[src/rtl/arb2_pkg.sv]
// Shared types for the two-requester output arbiter: lock states and source indices.
// Lock states are only used when ARB_PKT_LOCK_EN is defined.
package arb2_pkg;

    typedef enum logic [1:0] {
        IDLE = 2'd0,
        OWN0 = 2'd1,
        OWN1 = 2'd2
    } arb_state_t;

    localparam logic SRC0 = 1'b0;
    localparam logic SRC1 = 1'b1;

endpackage

[src/rtl/mux_2x1_arbiter_rr_pick2.sv]
// Purpose: combinational round-robin pick between two requesters, honouring a packet lock.
// Latency: 0 cycles (pure combinational).
// Backpressure: none; the caller qualifies the grant with its own load enable.
module rr_pick2
    import arb2_pkg::*;
(
    input  logic       v0,
    input  logic       v1,
    input  logic       last_winner,
    input  arb_state_t state,
    output logic       grant,
    output logic       grant_valid
);

    always_comb begin
        grant       = SRC0;
        grant_valid = 1'b0;
        case (state)
            // A locked owner keeps the grant; the other side waits even if the owner idles.
            OWN0: begin
                grant       = SRC0;
                grant_valid = v0;
            end
            OWN1: begin
                grant       = SRC1;
                grant_valid = v1;
            end
            default: begin
                grant_valid = v0 | v1;
                if (v0 && v1) begin
                    grant = ~last_winner;
                end else if (v1) begin
                    grant = SRC1;
                end else begin
                    grant = SRC0;
                end
            end
        endcase
    end

endmodule

[src/rtl/mux_2x1_arbiter.sv]
// Purpose: two valid/ready requesters share one registered output stage (round-robin).
// Latency: 1 cycle input to output; full throughput while out_ready=1.
// Backpressure: in*_ready = !out_valid | out_ready for the granted side only.
// Optional packet locking is enabled by defining ARB_PKT_LOCK_EN.
module mux_2x1_arbiter
    import arb2_pkg::*;
#(
    parameter int WIDTH = 8
) (
    input  logic             clk,
    input  logic             rst_n,
    input  logic             in0_valid,
    input  logic [WIDTH-1:0] in0_data,
    input  logic             in0_last,
    output logic             in0_ready,
    input  logic             in1_valid,
    input  logic [WIDTH-1:0] in1_data,
    input  logic             in1_last,
    output logic             in1_ready,
    output logic             out_valid,
    output logic [WIDTH-1:0] out_data,
    output logic             out_last,
    output logic             out_src,
    input  logic             out_ready
);

    arb_state_t       state;
    logic             last_winner;
    logic             grant;
    logic             grant_valid;
    logic             can_load;
    logic             accept;
    logic [WIDTH-1:0] sel_data;
    logic             sel_last;

    rr_pick2 u_pick (
        .v0          (in0_valid),
        .v1          (in1_valid),
        .last_winner (last_winner),
        .state       (state),
        .grant       (grant),
        .grant_valid (grant_valid)
    );

    // Gating with rst_n keeps both requesters stalled during the reset cycle.
    assign can_load  = rst_n & (~out_valid | out_ready);
    assign accept    = grant_valid & can_load;
    assign in0_ready = accept & (grant == SRC0);
    assign in1_ready = accept & (grant == SRC1);
    assign sel_data  = (grant == SRC1) ? in1_data : in0_data;
    assign sel_last  = (grant == SRC1) ? in1_last : in0_last;

    always_ff @(posedge clk) begin
        if (!rst_n) begin
            out_valid   <= 1'b0;
            out_data    <= '0;
            out_last    <= 1'b0;
            out_src     <= SRC0;
            last_winner <= SRC1;
        end else if (accept) begin
            out_valid   <= 1'b1;
            out_data    <= sel_data;
            out_last    <= sel_last;
            out_src     <= grant;
            last_winner <= grant;
        end else if (out_ready) begin
            out_valid   <= 1'b0;
        end
    end

`ifdef ARB_PKT_LOCK_EN
    arb_state_t state_nxt;

    always_ff @(posedge clk) begin
        if (!rst_n) begin
            state <= IDLE;
        end else begin
            state <= state_nxt;
        end
    end

    // While locked only the owner can be accepted, so sel_last is always the owner's flag.
    always_comb begin
        state_nxt = state;
        if (accept) begin
            case (state)
                IDLE: begin
                    if (!sel_last) begin
                        state_nxt = (grant == SRC1) ? OWN1 : OWN0;
                    end
                end
                OWN0, OWN1: begin
                    if (sel_last) begin
                        state_nxt = IDLE;
                    end
                end
                default: state_nxt = IDLE;
            endcase
        end
    end
`else
    assign state = IDLE;
`endif

endmodule

[config.mk]
export PLATFORM = sky130hd
export DESIGN_NAME = mux_2x1_arbiter
export DESIGN_NICKNAME = d
export VERILOG_FILES = /design/src/rtl/arb2_pkg.sv /design/src/rtl/mux_2x1_arbiter_rr_pick2.sv /design/src/rtl/mux_2x1_arbiter.sv
export SDC_FILE = /design/constraint.sdc
export NUM_CORES = 1
export LEC_CHECK = 0
export ABC_AREA = 1
export CORE_UTILIZATION = 37
export CTS_CLUSTER_DIAMETER = 40
export DETAILED_ROUTE_END_ITERATION = 8
export PLACE_DENSITY = 0.77
export SETUP_SLACK_MARGIN = 0.05
export SKIP_CTS_REPAIR_TIMING = 1
export SLEW_MARGIN = 40
export SYNTH_ARGS = -nofsm -noshare
export SYNTH_HDL_FRONTEND = slang
export SYNTH_SLANG_ARGS = --single-unit
[constraint.sdc]
create_clock -name clk -period 1.1 [get_ports clk]
set_input_delay 0.22 -clock clk [delete_from_list [all_inputs] [get_ports clk]]
set_output_delay 0.22 -clock clk [all_outputs]
set_load 0.005 [all_outputs]
# [After elaboration in Yosys (flattened, before gate mapping)]
# Index checks and enable logic that the tools add are counted.
[word_totals] reg_bits=12 input_bits=23 out_inout_bits=13 word_cells=22
[classes] n_mux=6 n_bitwise=9 reduce_logical=2
[ops] cell="$mux W8" n=1
[ops] cell="$mux W1" n=5
[ops] cell="$and A1 B1 Y1" n=4
[ops] cell="$not A1 Y1" n=3
[ops] cell="$or A1 B1 Y1" n=2
[ops] cell="$reduce_bool A2 Y1" n=1
[ops] cell="$logic_and A1 B1 Y1" n=1

# [Longest topological paths before layout]
[logic_depth] depth_word=5 depth_mapped=6 depth_no_buf=6

# [Hierarchy]
# Synthesis repeated with hierarchy kept, for this count alone.
[unflattened] cells_unflattened=116 area_unflattened_um2=703.2
[modules_own_cells] module="mux_2x1_arbiter" n_inst=1 cells_each=104 area_per_inst_um2=636.9 seq_area_each_um2=240.2
[modules_own_cells] module="rr_pick2" n_inst=1 cells_each=12 area_per_inst_um2=66.3 seq_area_each_um2=0.0

# [Worst setup path after synthesis]
# OpenSTA, ideal clock, no wires.
[synth_timing] path_kind="reg2out" startpoint="reg out_valid" endpoint="out in1_ready" t_arrival_ps=828 required_ps=880 path_slack_ps=52 path_stages_with_launch=6 path_buffers=0 path_cell_list="dfxtp_1 nand2_1 nand2_1 nor2_4 nand2_1 inv_1"
[synth_via] elab_chain_cells=5
[synth_lines] element="from (decl)" line="mux_2x1_arbiter.sv:20" text="output logic out_valid,"
[synth_lines] element="from (signal assigned)" line="mux_2x1_arbiter.sv:55" text="out_valid <= 1'b0;"
[synth_lines] element="from (signal assigned)" line="mux_2x1_arbiter.sv:61" text="out_valid <= 1'b1;"
[synth_lines] element="from (signal assigned)" line="mux_2x1_arbiter.sv:67" text="out_valid <= 1'b0;"
[synth_lines] element="$not A1 Y1" line="mux_2x1_arbiter.sv:46" text="assign can_load = rst_n & (~out_valid | out_ready);"
[synth_lines] element="$or A1 B1 Y1" line="mux_2x1_arbiter.sv:46"
[synth_lines] element="$and A1 B1 Y1" line="mux_2x1_arbiter.sv:46"
[synth_lines] element="$and A1 B1 Y1" line="mux_2x1_arbiter.sv:47" text="assign accept = grant_valid & can_load;"
[synth_lines] element="$and A1 B1 Y1" line="mux_2x1_arbiter.sv:49" text="assign in1_ready = accept & (grant == SRC1);"
[synth_lines] element="to (decl)" line="mux_2x1_arbiter.sv:19" text="output logic in1_ready,"
# No other way between the ends.

# [Worst setup path after layout]
[layout_timing] startpoint="reg out_valid" endpoint="out in0_ready"
[layout_via] elab_chain_cells=5
[layout_lines] element="$not A1 Y1" line="mux_2x1_arbiter.sv:46"
[layout_lines] element="$or A1 B1 Y1" line="mux_2x1_arbiter.sv:46"
[layout_lines] element="$and A1 B1 Y1" line="mux_2x1_arbiter.sv:46"
[layout_lines] element="$and A1 B1 Y1" line="mux_2x1_arbiter.sv:47"
[layout_lines] element="$and A1 B1 Y1" line="mux_2x1_arbiter.sv:48" text="assign in0_ready = accept & (grant == SRC0);"
[layout_lines] element="to (decl)" line="mux_2x1_arbiter.sv:15" text="output logic in0_ready,"
# No other way between the ends.

==> metrics.csv <==
stage,metric,value,unit
yosys,ys_seq_area_share,37.1,%
worst_setup_path,crit_path_max_fanout,2,
power_and_ir_drop,p_leak,0.720,nW
route,drtAntennaViolNets,0,
route,avgRoutedWirePerCell,12.6,µm
floorplan,dieHeight,43.9,µm
cells_and_area,diodes,0,
power_and_ir_drop,vdd_drop_max,655,µV
global_routing,antenna_found_initial,0,
cells_and_area,drive_above_1_share,42.3,%
floorplan,die_area,1920,µm²
clock_network,cts_max_level,1,
global_routing,grt_max_degree,12,
route,vias,732,
place,port-buffer-count,35,
yosys,synth_seq_cells,12,
place,postPlaceCellArea,1080,µm²
sta,tightest_slew,0.221,ns
sta,rsz0062_at_grt,true,
sta,fin_tns_setup,-0.449,ns
sta,setup_violations,2,
power_and_ir_drop,p_per_area,1000,nW/µm²
yosys,yosysWarnings,0,
global_routing,grt_pass1_vias,667,
sta,finalHoldViolCount,0,
sta,relSlewSlack,85.2,%
clock_network,cts_root_buf,clkbuf_4,
global_routing,grt.total_usage,19.0,%
place,hpwl,1310,µm
place,pre_cts_ws,-0.759,ns
floorplan,std_cell_rows,14,
route,route.detailed.drc,1,
sta,fin_crit_sh,122,%
route,vias_per_cell,4.78,
yosys,ys_types,14,
sta,fin_worst_skew,0.00240,ns
sta,hold_ws,0.366,ns
route,drt-total-wl,1930,µm
clock_network,cts-buffers-inserted,3,
clock_network,clk_pin_slew_worst_paths,0.08,ns
sta,fin_crit,1.34,ns
worst_setup_path,worstSetupStartpointType,flop,
outcome,outcome,"finished, violations left",
clock_network,clock_latency,0.27,ns
clock_network,cts_sinks,12,
cells_and_area,area_delta_synth_final,84.9,%
floorplan,start_util,41.1,%
worst_setup_path,worst_ep_required_time,0.88,ns
job,cap_violations,0,
sta,maxSlewViolCount,0,
floorplan,core,1580,µm²
worst_setup_path,cp.arrival,1.12,ns
floorplan,die_w,43.9,µm
route,first_pass_iters,8,
sta,timing.fmax,0.747,GHz
yosys,synth_area,648,µm²
route,drt_iter0_drc,12,
worst_setup_path,crit_type,reg2out,
yosys,avgSynthCellArea,7.45,µm²
outcome,violations,"DRC, setup timing",
yosys,syn_inst,87,
floorplan,ioPinCount,36,
worst_setup_path,end_kind,primary output,
place,gp_congestion,0.777,
clock_network,cts_buffer_depth,2,
min_path,hold_class,in2reg,
power_and_ir_drop,power,1.20,mW
cells_and_area,nNetsFinal,161,
global_routing,grt_pass1_wl,2680,µm
clock_network,cts_tree,built,
sta,fin_ws,-0.239,ns
yosys,syn_nets,110,
global_routing,gr-total-overflow,0,
cells_and_area,design_area,1200,µm²
-- flip-flops by register name, indices dropped and copies added (netlist names) --
signal       cells
out_data         8
out_valid        1
out_last         1
out_src          1
last_winner      1
-- worst max-delay path: stages, from the launching register on --
cell     delay, ns
dfxtp_2       0.34
nand2_2       0.08
buf_6         0.11
nand3_2       0.08
nor2_1        0.12
buf_2         0.12
-- where the power goes --
part	total [mW]	leakage, nW	switching [mW]	internal [mW]
combinational	0.353	0.597	0.154	0.200
sequential	0.486	0.102	0.0181	0.468
clock	0.361	0.0210	0.160	0.201
-- kinds of logic (layout without fill, tap and decap cells) --
| group | Yosys count | in the layout | synth area share [%] |
|---|---|---|---|
| AND/OR/NAND/NOR | 58 | 58 | 48.8 |
| flip-flops | 12 | 12 | 37.1 |
| AO/OA/AOI/OAI | 10 | 10 | 7.72 |
| buffers and inverters | 7 | 57 | 6.37 |
-- cell type report --
cell class / instances / area (µm²)
timing repair buffer: 48 / 490
multi-input combinational: 68 / 380
fill: 126 / 378
sequential: 12 / 253
clock buffer: 4 / 36.3
tap: 16 / 20.0
inverter: 5 / 18.8
-- cell usage in the layout (no fill, tap or decap) --
cell type / instances
clkbuf_4: 3
clkinv_1: 1
inv_2: 3
nand2_4: 1
nand2_2: 20
dfxtp_2: 10
nand3_1: 11
buf_4: 10
clkdlybuf4s50_1: 18
a21oi_2: 1
a21oi_1: 9
nand3_2: 1
buf_6: 2
buf_8: 1
clkbuf_2: 1
nor2_1: 1
nor2_4: 2
clkbuf_8: 1
inv_1: 1
nand2_8: 1
buf_2: 1
dfxtp_1: 2
nand2_1: 21
dlymetal6s2s_1: 15
-- routing by layer --
| metal | vias to the layer above | wire length [µm] | global-route usage (%) |
|---|---|---|---|
| met3 | 4 | 80 | 2.92 |
| met2 | 25 | 1050 | 37.3 |
| met4 | 0 | 37 | 7.27 |
| met5 | - | 0 | 0 |
| met1 | 324 | 758 | 19.8 |
| li1 | 379 | - | - |
-- cell usage after synthesis, drive strengths merged --
cell type,instances,area [µm²]
a21oi,10,50.1
buf,2,22.5
clkinv,1,3.75
nand3,12,65.1
nor2,3,26.3
nand2,43,225
inv,4,15.0
dfxtp,12,240
-- final timing paths --
| kind | from | end | slack (ns) | cells after the start |
|---|---|---|---|---|
| max | out_valid$_SDFFE_PN0P_ | in0_ready | -0.24 | 5 |
| min | rst_n | last_winner$_SDFFE_PN1P_ | 0.37 | 3 |
| max reg2reg | out_valid$_SDFFE_PN0P_ | out_data[5]$_SDFFE_PN0P_ | 0.04 | 6 |
| min reg2reg | out_src$_SDFFE_PN0P_ | out_src$_SDFFE_PN0P_ | 0.46 | 2 |
-- metrics by stage --
stage,util [%],cells
2_1_floorplan,-,87
3_3_place_gp,68.4,147
3_5_place_dp,68.4,147
4_1_cts,70.7,151
5_1_grt,76.0,153
6_report,76.0,153
Note: power is estimated with default switching activity, not from simulation.
